`config.mk`:
```
export PLATFORM = sky130hd
export DESIGN_NAME = uart_cmd_bridge
export DESIGN_NICKNAME = d
export VERILOG_FILES = /design/src/rtl/uart_cmd_bridge.sv
export SDC_FILE = /design/constraint.sdc
export NUM_CORES = 1
export LEC_CHECK = 0
export BUFFER_PORTS_ARGS = -buffer_cell sky130_fd_sc_hd__buf_2
export CAP_MARGIN = 20
export CORE_UTILIZATION = 40
export DETAILED_ROUTE_END_ITERATION = 12
export SLEW_MARGIN = 40
export SYNTH_ARGS = -nofsm -noshare
export SYNTH_HDL_FRONTEND = slang
export SYNTH_SLANG_ARGS = --single-unit
```
`constraint.sdc`:
```
create_clock -name clk -period 2.69 [get_ports clk]
set_input_delay 0.1345 -clock clk [delete_from_list [all_inputs] [get_ports clk]]
set_output_delay 0.1345 -clock clk [all_outputs]
set_load 0.02 [all_outputs]
```
`src/rtl/uart_cmd_bridge.sv`:
```
// Serial command bridge: polls a uart register block for host frames and runs
// the decoded reads/writes on a target register port, replying through uart TX.
module uart_cmd_bridge #(
  parameter logic [15:0] UART_BASE = 16'hDF00,
  parameter int unsigned TIMEOUT   = 20000,
  parameter logic [7:0]  ACK_BYTE  = 8'h06,
  parameter logic [7:0]  NAK_BYTE  = 8'h15
) (
  input  logic        clk,
  input  logic        reset,
  input  logic        bus_access_strobe,
  output logic [15:0] a,
  output logic        select,
  output logic        r_w_n,
  output logic [7:0]  d_out,
  input  logic [7:0]  d_in,
  output logic [15:0] tgt_addr,
  output logic [7:0]  tgt_wdata,
  output logic        tgt_we,
  output logic        tgt_re,
  input  logic [7:0]  tgt_rdata,
  output logic        busy
);
  localparam logic [7:0]    OP_WRITE = 8'h57;
  localparam logic [7:0]    OP_READ  = 8'h52;
  localparam int unsigned   CW       = $clog2(TIMEOUT + 1);
  localparam logic [CW-1:0] TMO_LAST = CW'(TIMEOUT - 1);

  typedef enum logic [2:0] {
    POLL_RX, RD_RX, DECODE, EXEC, EXEC_CAP, POLL_TX, WR_TX
  } state_t;

  state_t        state, state_nx;
  logic          bus_gap, in_bus, xfer, tmo_fire, frame_done;
  logic [1:0]    idx;
  logic [7:0]    opcode, addr_lo, addr_hi, reply;
  logic [CW-1:0] tmo_cnt;

  // bus_gap forces select low for one cycle after every completed access
  always_comb begin
    in_bus     = (state == POLL_RX) || (state == RD_RX) ||
                 (state == POLL_TX) || (state == WR_TX);
    xfer       = in_bus && !bus_gap && bus_access_strobe;
    tmo_fire   = (state == POLL_RX) && (idx != 2'd0) && (tmo_cnt == TMO_LAST);
    frame_done = ((opcode == OP_WRITE) && (idx == 2'd3)) ||
                 ((opcode == OP_READ)  && (idx == 2'd2));
    tgt_addr   = {addr_hi, addr_lo};
    busy       = (idx != 2'd0) || (state == EXEC) || (state == EXEC_CAP) ||
                 (state == POLL_TX) || (state == WR_TX);
  end

  always_comb begin
    state_nx = state;
    select   = 1'b0;
    r_w_n    = 1'b1;
    a        = '0;
    d_out    = '0;
    tgt_we   = 1'b0;
    tgt_re   = 1'b0;
    if (in_bus && !bus_gap) begin
      select = 1'b1;
      a      = ((state == POLL_RX) || (state == POLL_TX)) ? UART_BASE + 16'd1 : UART_BASE;
      r_w_n  = (state != WR_TX);
      d_out  = (state == WR_TX) ? reply : '0;
    end
    case (state)
      POLL_RX:  if (xfer && d_in[3]) state_nx = RD_RX;
      RD_RX:
        if (xfer) begin
          if (idx == 2'd0)     state_nx = DECODE;
          else if (frame_done) state_nx = EXEC;
          else                 state_nx = POLL_RX;
        end
      DECODE:   state_nx = ((opcode == OP_WRITE) || (opcode == OP_READ)) ? POLL_RX : POLL_TX;
      EXEC: begin
        tgt_we   = (opcode == OP_WRITE);
        tgt_re   = (opcode == OP_READ);
        state_nx = (opcode == OP_READ) ? EXEC_CAP : POLL_TX;
      end
      EXEC_CAP: state_nx = POLL_TX;
      POLL_TX:  if (xfer && d_in[4]) state_nx = WR_TX;
      WR_TX:    if (xfer) state_nx = POLL_RX;
      default:  state_nx = POLL_RX;
    endcase
    if (tmo_fire) state_nx = POLL_RX;
  end

  always_ff @(posedge clk) begin
    if (reset) state <= POLL_RX;
    else       state <= state_nx;
  end

  always_ff @(posedge clk) begin
    if (reset) begin
      bus_gap   <= 1'b1;
      idx       <= 2'd0;
      opcode    <= '0;
      addr_lo   <= '0;
      addr_hi   <= '0;
      tgt_wdata <= '0;
      reply     <= '0;
      tmo_cnt   <= '0;
    end else begin
      bus_gap <= xfer;
      if ((state == POLL_RX) && (idx != 2'd0) && !tmo_fire) tmo_cnt <= tmo_cnt + CW'(1);
      else                                                   tmo_cnt <= '0;
      if (tmo_fire) begin
        idx <= 2'd0;
      end else begin
        case (state)
          RD_RX:
            if (xfer) begin
              // the data byte lands directly in tgt_wdata so it is valid during the tgt_we cycle
              case (idx)
                2'd0:    opcode    <= d_in;
                2'd1:    addr_lo   <= d_in;
                2'd2:    addr_hi   <= d_in;
                default: tgt_wdata <= d_in;
              endcase
              if ((idx != 2'd0) && !frame_done) idx <= idx + 2'd1;
            end
          DECODE:
            if ((opcode == OP_WRITE) || (opcode == OP_READ)) idx <= 2'd1;
            else                                             reply <= NAK_BYTE;
          EXEC:     if (opcode == OP_WRITE) reply <= ACK_BYTE;
          EXEC_CAP: reply <= tgt_rdata;
          WR_TX:    if (xfer) idx <= 2'd0;
          default: ;
        endcase
      end
    end
  end
endmodule
```
### After elaboration in Yosys (flattened, before gate mapping)

Index checks and enable logic that the tools add are counted.

| word-level totals | value |
|---|---|
| flip-flop bits (word level) | 61 |
| latch bits | 0 |
| RAM bits | 0 |
| bits in read-only memories | 0 |
| input port bits | 19 |
| memories | 0 |

| cells by class | value |
|---|---|
| add/sub/neg operators | 2 |
| $mul | 0 |
| divide/modulo/power cells | 0 |
| magnitude comparators | 0 |
| eq/ne operators | 21 |
| shift operators | 0 |
| mux-type cells | 25 |
| bitwise operators | 3 |
| reductions and logical operators | 38 |

Operator list:

| cell | count |
|---|---|
| $mux W8 | 4 |
| $pmux W8 S3 | 1 |
| $reduce_and A4 Y1 | 6 |
| $pmux W3 S7 | 1 |
| $eq A8 B7 Y1 const B | 2 |
| $mux W16 | 1 |
| $add A15 B1 Y15 const B | 1 |
| $eq A15 B15 Y1 const B | 1 |
| $mux W3 | 5 |
| $mux W2 | 6 |
| $logic_and A1 B1 Y1 | 10 |
| $logic_or A1 B1 Y1 | 10 |
| $ne A2 B2 Y1 const B | 5 |
| $eq A3 B3 Y1 const B | 3 |
| $eq A3 B2 Y1 const B | 2 |
| $mux W1 | 6 |
| $ne A2 B1 Y1 const B | 3 |
| $pmux W2 S3 | 1 |
| $reduce_bool A3 Y1 | 2 |
| $reduce_and A5 Y1 | 1 |
| $eq A2 B2 Y1 const B | 2 |
| $reduce_or A2 Y1 | 2 |
| $eq A3 B1 Y1 const B | 1 |
| $logic_not A1 Y1 | 3 |
| other kinds (8) | 10 |

### Depth between registers and ports, before layout

| depth | value |
|---|---|
| depth after elaboration | 9 |
| gate-level depth with buffers | 8 |

### Worst setup path before layout

OpenSTA, ideal clock, no wires.

| timing path | value |
|---|---|
| kind | register to register |
| start | register idx[0] |
| end | register idx[0] |
| arrival | 1833 ps |
| data required time | 2558 ps |
| setup slack | 725 ps |
| cell stages (with the launch flop) | 9 |
| buffers on the path | 1 |
| period minus slack after synthesis | 1965 ps |
| cells stage by stage | dfxtp_1 > inv_1 > ha_1 > buf_4 > or3b_1 > a211o_1 > o311a_1 > nand4_1 > a31oi_1 |

| on the way | value |
|---|---|
| longest elaborated chain between the ends | 7 |

RTL lines:

| what | RTL line | RTL |
|---|---|---|
| start: declaration | 35 | `logic [1:0] idx;` |
| start signal: assignment | 120 | `if ((idx != 2'd0) && !frame_done) idx <= idx + 2'd1;` |
| $eq A2 B2 Y1 (on tied branches) | 45, 46 |  |
| $logic_and A1 B1 Y1 (on tied branches) | 45, 46 |  |
| $logic_or A1 B1 Y1 | 45 | `frame_done = ((opcode == OP_WRITE) && (idx == 2'd3)) \|\|` |
| $logic_not A1 Y1 | 120 |  |
| $logic_and A1 B1 Y1 | 120 |  |
| $ne A2 B1 Y1 (no line) | -- |  |
| $reduce_and A5 Y1 (no line) | -- |  |

Parallel ways exist; a longest one is shown, timed or not. The select of a mux whose other input is x is not followed.
A chain may end at the register's enable or synchronous reset.

### Worst setup path in the final report

Ends and elaborated chain as after synthesis.

==> reports/results.ini <==
[sta]
hold_viol_final=0
finalCritPeriodShare_pct=82.5
final.setup.tns_ns=0
period_minus_slack_ns=2.22
slew_viol_final=0
setup_viol=0
worstMarginPinSlew_ns=0.581
max_freq_ghz=0.451
rsz0062_at_grt=false
slew_headroom_pct=61.2
finalClockSkew_ns=0.00863

[place]
place_hpwl_mm=4.91
gp_congestion=0.877
dp_cells=501
portBuffers=63
dpl_cell_area_um2=3300

[setup_path]
reg2reg_depth=7
timing.rr.end=idx[0]$_SDFFE_PP0P_
crit_start=idx[0]$_SDFFE_PP0P_
worstPathRequired_ns=2.95
critPathMaxFanout=12
crit_type=reg2reg
critPathCapture=idx[0]$_SDFFE_PP0P_
r2r-start=idx[0]$_SDFFE_PP0P_
cp_data_arrival_time_ns=2.48
end_kind=flip-flop
rrSetupSlack_ns=0.47
worstSetupStartpointType=flip-flop

[clock_tree]
cts_made_buffers=9
cts.sinks=61
clockBufferDepth=2
cts_resized=0
clk_latency_ns=0.35
clk_pin_slew_ns=0.07
cts-root-buf=clkbuf_8
post-cts-setup-buffers=0
htreeDepth=3
postCtsHoldBufs=0
cts_tree=done

[cells_and_area]
drive_gt1_share_pct=21.1
antenna_cells=0
design_area_um2=3500
nets=437
area_delta_synth_final_pct=16.8
instances_no_fill=517

[synth]
synthArstFlopShare_pct=0
synth.area.top_cells=dfxtp_1 (41%), nand3_1 (6.2%), a21oi_1 (6.0%)
synth_warnings=0
ys_top_cells_by_count=dfxtp_1 (61), nand2_1 (44), nand3_1 (37)
ys_types=51
ys_seq_elements=61
ys_seq_area_share_pct=40.7
synth_top_area_cell=dfxtp_1
syn_inst=364
syn_area_um2=3000
synth_top_area_share_pct=40.7
synth-edff-count=0
synth_flop_cell=dfxtp_1
yosysMostFrequentCell=dfxtp_1
avgSynthCellArea_um2=8.25

[floorplan]
io-pin-count=72
die_h_um=88.6
dieArea_um2=7850
die_w_um=88.6
row_count=31
coreArea_um2=7250
initial_core_util_pct=41.4

[detailed_routing]
wl_per_cell_um=13.2
viasPerCell=5.06
routed_wl_mm=6.82
vias=2615
drc=0
drt_iter0_markers=196
drt-pass1-iter-count=4
ant_nets=0

[global_route]
grt_pass1_vias=2320
grt_overflow=0
grt_pass1_wl_mm=10.8
grt_util_all_layers_pct=17.9
antenna_found_initial=0
grt_max_degree=34

[power_and_ir_drop]
max-vdd-ir-drop_v=0.000271
p_leak_uw=0.00138
powerDensity_nw_per_um2=541

[outcome]
outcome=finished clean

[worst_hold_path]
hp-class=in2reg

[run]
maxCapViolCount=0

[per-layer routing]
metal	vias to the layer above	track usage [%]	part of all wire (%)
met1	1188	22.3	48
met2	78	28.3	45
met5	-	0	0
met4	0	7.77	1.8
li1	1336	-	-
met3	13	6.25	5.6
[where the power goes]
part           internal, uW  switching [uW]
Clock                   517             357
Sequential              908            9.22
Combinational          34.5            71.2
Total                  1460             438
[registers in the layout (all words and copies together), names as in the netlist]
signal / count
tmo_cnt: 15
addr_hi: 8
addr_lo: 8
opcode: 8
reply: 8
tgt_wdata: 8
state: 3
idx: 2
bus_gap: 1
[layout make-up]
cell class / instances / area [um2]
clock inverters: 5 / 75.1
inverters: 7 / 26.3
flip-flops and latches: 61 / 1220
repair buffers: 68 / 353
fillers: 737 / 3750
multi-input cells: 266 / 1570
clock buffers: 11 / 131
well taps: 99 / 124
[worst max-delay path: stages, from the launching register on]
cell and delay [ns]:
dfxtp_1 0.39, inv_1 0.10, ha_1 0.37, or4b_1 0.53, o211ai_1 0.21, o311a_1 0.28, nand3_1 0.08, a31oi_1 0.19
[layout by cell type (no fill, tap or decap), drive strengths merged, types with 9 or more instances in the layout]
master / count
dfxtp: 61
nor2: 29
a21oi: 36
mux2i: 10
xor2: 9
clkbuf: 11
nand3: 37
nand2: 44
buf: 68
nor3: 13
[worst min-delay path by stage]
stage,start,to,slack (ns),cells past startpoint
floorplan,d_in[3],addr_hi[3]$_SDFFE_PP0P_,0.28,2
global placement,tgt_rdata[4],reply[4]$_SDFFE_PP0P_,0.41,3
detailed placement,tgt_rdata[4],reply[4]$_SDFFE_PP0P_,0.42,3
CTS,tgt_rdata[4],reply[4]$_SDFFE_PP0P_,0.05,3
global route,tgt_rdata[0],reply[0]$_SDFFE_PP0P_,0.07,3
finish,tgt_rdata[4],reply[4]$_SDFFE_PP0P_,0.07,3
[cells by family after synthesis]
family / share of synthesized area (%)
compound gates: 13.5
xor+xnor: 4.38
fa+ha+maj: 2.08
buf+inv: 8.04
flops: 40.7
mux: 3.33
other cells: 0.125
simple gates: 27.8
[metrics by stage]
stage	hold slack, ns	util (%)	setup WS, ns	power, uW
after CTS	0.0544	48.3	0.499	1920
after global routing	0.0679	48.3	0.301	1970
final	0.0690	48.3	0.471	1900
after detailed placement	0.419	45.5	0.521	1040
after floorplan	0.278	-	0.725	1020
after global placement	0.411	45.5	0.572	1040
Note: power is estimated with default switching activity, not from simulation.
